--- src/rtl/systolic_sched.sv ---
// systolic_sched: row sequencer for the 2x2 triangular Givens-rotation array
module systolic_sched #(
    parameter int DW    = 32,
    parameter int CW    = 8,
    parameter int DRAIN = 2
) (
    input  logic          clk,
    input  logic          rst,
    input  logic          start,
    input  logic [CW-1:0] num_rows,
    input  logic          in_valid,
    output logic          in_ready,
    input  logic [DW-1:0] in_x1,
    input  logic [DW-1:0] in_x2,
    output logic [DW-1:0] arr_x01,
    output logic [DW-1:0] arr_x02,
    output logic          arr_clr,
    output logic          busy,
    output logic          done,
    output logic [CW-1:0] row_cnt
);
    localparam int DCW = DRAIN > 1 ? $clog2(DRAIN) : 1;
    localparam logic [2:0] IDLE  = 3'd0;
    localparam logic [2:0] CLEAR = 3'd1;
    localparam logic [2:0] FEED  = 3'd2;
    localparam logic [2:0] DRN   = 3'd3;
    localparam logic [2:0] FIN   = 3'd4;

    logic [2:0]     state;
    logic [CW-1:0]  num_q;
    logic [DCW-1:0] dcnt;
    logic [DW-1:0]  skew;
    logic           acc;

    assign in_ready = state == FEED;
    assign arr_clr  = state == CLEAR;
    assign done     = state == FIN;
    assign busy     = state != IDLE;
    assign acc      = in_valid && in_ready;

    // job control: clear, feed rows, drain the skew and pe_22 stage, pulse done
    always_ff @(posedge clk or negedge rst) begin
        if (!rst) begin
            state   <= IDLE;
            num_q   <= '0;
            row_cnt <= '0;
            dcnt    <= '0;
        end else begin
            case (state)
                IDLE: if (start) begin
                    if (num_rows != '0) begin
                        num_q   <= num_rows;
                        row_cnt <= '0;
                        state   <= CLEAR;
                    end else begin
                        state <= FIN;
                    end
                end
                CLEAR: state <= FEED;
                FEED: if (acc) begin
                    row_cnt <= row_cnt + 1'b1;
                    if (row_cnt + 1'b1 == num_q) begin
                        state <= DRN;
                        dcnt  <= DCW'(DRAIN - 1);
                    end
                end
                DRN: if (dcnt == '0) state <= FIN; else dcnt <= dcnt - 1'b1;
                FIN: state <= IDLE;
                default: state <= IDLE;
            endcase
        end
    end

    // array inputs: x1 goes straight out, x2 waits one cycle in skew; bubbles are zero
    always_ff @(posedge clk or negedge rst) begin
        if (!rst) begin
            arr_x01 <= '0;
            skew    <= '0;
            arr_x02 <= '0;
        end else if (state == CLEAR) begin
            arr_x01 <= '0;
            skew    <= '0;
            arr_x02 <= '0;
        end else begin
            arr_x01 <= acc ? in_x1 : '0;
            skew    <= acc ? in_x2 : '0;
            arr_x02 <= skew;
        end
    end
endmodule

--- config.mk ---
export PLATFORM = sky130hd
export DESIGN_NAME = systolic_sched
export DESIGN_NICKNAME = d
export VERILOG_FILES = /design/src/rtl/systolic_sched.sv
export SDC_FILE = /design/constraint.sdc
export NUM_CORES = 1
export LEC_CHECK = 0
export ABC_CLOCK_PERIOD_IN_PS = 2700
export CELL_PAD_IN_SITES_DETAIL_PLACEMENT = 1
export CELL_PAD_IN_SITES_GLOBAL_PLACEMENT = 2
export CORE_MARGIN = 3
export CORE_UTILIZATION = 25
export DETAILED_ROUTE_END_ITERATION = 8
export GPL_TIMING_DRIVEN = 0
export PLACE_DENSITY = 0.72
export SLEW_MARGIN = 20
export SYNTH_ARGS = -nofsm -noshare
export SYNTH_HDL_FRONTEND = slang
export SYNTH_SLANG_ARGS = --single-unit
--- constraint.sdc ---
create_clock -name clk -period 2.7 [get_ports clk]
set_clock_uncertainty 0.1 [all_clocks]
set_input_delay 0.54 -clock clk [delete_from_list [all_inputs] [get_ports clk]]
set_output_delay 0.54 -clock clk [all_outputs]
set_load 0.03 [all_outputs]
==> flow_summary.ini <==
[outcome]
outcome = complete, no violations

[yosys]
synth_area_um2 = 4260
yosys.area_share.simple_pct = 20.8
synth_seq_area_share_pct = 68.2
synth_xor_area_share_pct = 1.65
ys.flop_type = dfrtp_1
synth_edf_count = 0
synth-seq-cells = 116
syn_area_per_cell_um2 = 12.9
synth_cell_types = 47
synth_top_family_by_area = simple AND/OR/NAND/NOR gates
synth_compound_area_share_pct = 4.35
synthArstFlopShare_pct = 100
yosys_warnings = 0
muxShareOfSynthArea_pct = 2.09
synth_nets = 407
synth_fa_ha_area_share_pct = 0.294
syn_inst = 330

[floorplanning]
start_util_pct = 25.6
fp.dieArea_um2 = 18600
rows = 47
die_w_um = 136
fp.coreArea_um2 = 16600
io_pins = 152
die-height_um = 136

[worst_setup_path]
cp-start-kind = register
crit_arrival_ns = 1.92
cp_max_fo = 9
required_ns = 2.06
cp-end-kind = output port
worstSetupPathType = register to output port
r2r_slack_ns = 0.41

[cells_and_area]
drive_gt1_share_pct = 11.8
final_util_pct = 40.0
num_antenna_cells = 0
multi_input_area_um2 = 1260
fillers = 1788
final_cell_mix = clkdlybuf4s50_1 (148), dfrtp_1 (115), and3_1 (64)
final_common_cell = clkdlybuf4s50_1
syn_to_final_growth_pct = 56.6
nets = 581
ff_latch_area_um2 = 2900

[power_and_ir_drop]
peakVddDrop_v = 0.000449
power_density_nw_per_um2 = 971
p_leak_uw = 0.00316

[routing]
drt_iter0_drc = 79
wl_per_cell_um = 15.7
drcViolationCount = 0
ant_nets = 0
vias = 3160
dr.pass1.iters = 4
viasPerCell = 4.29
wirelength_um = 11500

[placed_design]
gp_congestion = 0.736
dpl.hpwl_um = 8490
io_buffers = 151

[clock_tree]
clk_pin_slew_ns = 0.05
cts_root_buf = clkbuf_16
cts_tree = yes
htreeDepth = 4
clkLatencyLatePin_ns = 0.41
clockBufferDepth = 2
cts_sinks = 116
numCtsBuffers = 17

[grt]
grt_pass1_vias = 3345
grt_pass1_wl_um = 17600
overflow = 0
grt_max_degree = 70
grt_antenna_before_repair = 0
grt_use_total_pct = 12.6

[timing]
post-route-period-util_pct = 94.8
holdWs_ns = 0.357
relSlewSlack_pct = 42.1
setup_tns_ns = 0
worst_pin_slew_ns = 0.861
min_period_ns = 2.56
fmax_mhz = 391
finalSetupViolCount = 0
slew_violations = 0
hold_violations = 0
rsz0062_at_grt = false

[job]
maxCapViolations = 0

[hold_path]
min_path_type = register to register
-- critical path: stages, from the launching register on --
cell             delay, ns
dfrtp_1               0.35
clkbuf_2              0.20
or3_1                 0.35
clkdlybuf4s50_1       0.61
-- stage by stage --
stage	instance area [um^2]	setup slack (ns)	power, uW	instances
finish	6660	0.141	6470	737
global route	6660	0.0168	6860	737
CTS	6670	0.0279	6600	737
detailed placement	6070	-0.749	4460	702
global placement	6040	-3.39	4400	701
floorplan	4260	0.541	3520	330
-- cell type report --
class	instances	share of cell area, %
timing repair buffer	155	23.4
multi-input combinational	188	18.9
tap	220	4.13
inverter	4	0.225
clock inverter	14	1.60
sequential	116	43.6
buffer	22	1.56
clock buffer	18	6.59
-- report_power, final --
| part | internal (uW) | switching (uW) | leakage, uW |
|---|---|---|---|
| Clock | 1200 | 829 | 0.000253 |
| Combinational | 929 | 1200 | 0.00134 |
| Sequential | 2110 | 202 | 0.00156 |
| Total | 4240 | 2230 | 0.00316 |
-- cell usage after synthesis, drive strengths merged (2+ instances only) --
cell type  count  area (um^2)
dfrtp        116         2900
and3          66          415
nor2b         32          200
clkbuf        19         72.6
nand2         12         45.0
o21ai         12         60.1
nor2          11         43.8
mux2           7         78.8
xor2           5         43.8
inv            4         15.0
a31oi          3         18.8
and2           3         18.8
buf            3         22.5
nand3          3         27.5
nor3b          3         27.5
xnor2          3         26.3
a21oi          2         21.3
and2b          2         15.0
nand4          2         12.5
nor3           2         10.0
nor4           2         12.5
o2111ai        2         17.5
o22ai          2         12.5
or4b           2         23.8
-- logic make-up (layout without fill, tap and decap cells) --
group,Yosys count,in the layout
adder cells (fa/ha/maj),1,1
XOR/XNOR,8,8
AND/OR/NAND/NOR,144,144
buffers and inverters,26,213
AO/OA/AOI/OAI,27,27
multiplexers,8,8
flip-flops,116,116
-- sequential cells by signal, summed over array words and instances (netlist names) --
register	count
arr_x02	32
dcnt	1
num_q	8
state	3
row_cnt	8
skew	32
arr_x01	32
-- repair_timing --
item                       4_1_cts  5_1_grt
hold endpoints to repair        47        0
gates resized for setup         12        5
hold buffers                     1        0
setup endpoints to repair        2        2
pin swaps                        1        0
buffers inserted                 2        0
-- final timing paths --
kind	from	to	depth (start not counted)
max in group asynchronous	rst	arr_x01[21]$_DFF_PN0_	3
hold / removal	skew[12]$_DFF_PN0_	arr_x02[12]$_DFF_PN0_	1
setup reg to reg	row_cnt[0]$_DFFE_PN0P_	dcnt$_DFFE_PN0P_	7
min in group asynchronous	rst	arr_x02[12]$_DFF_PN0_	2
setup / recovery	state[2]$_DFFE_PN0P_	busy	3
hold reg to reg	skew[12]$_DFF_PN0_	arr_x02[12]$_DFF_PN0_	1
-- per-layer routing --
metal / track usage [%] / part of all wire (%) / routed length [um]
met5: 0 / 0 / 0
met4: 6.49 / 2.6 / 301
met3: 3.70 / 4.7 / 541
met2: 20.5 / 51 / 5830
met1: 15.2 / 42 / 4870
(Power assumes the default switching activity.)
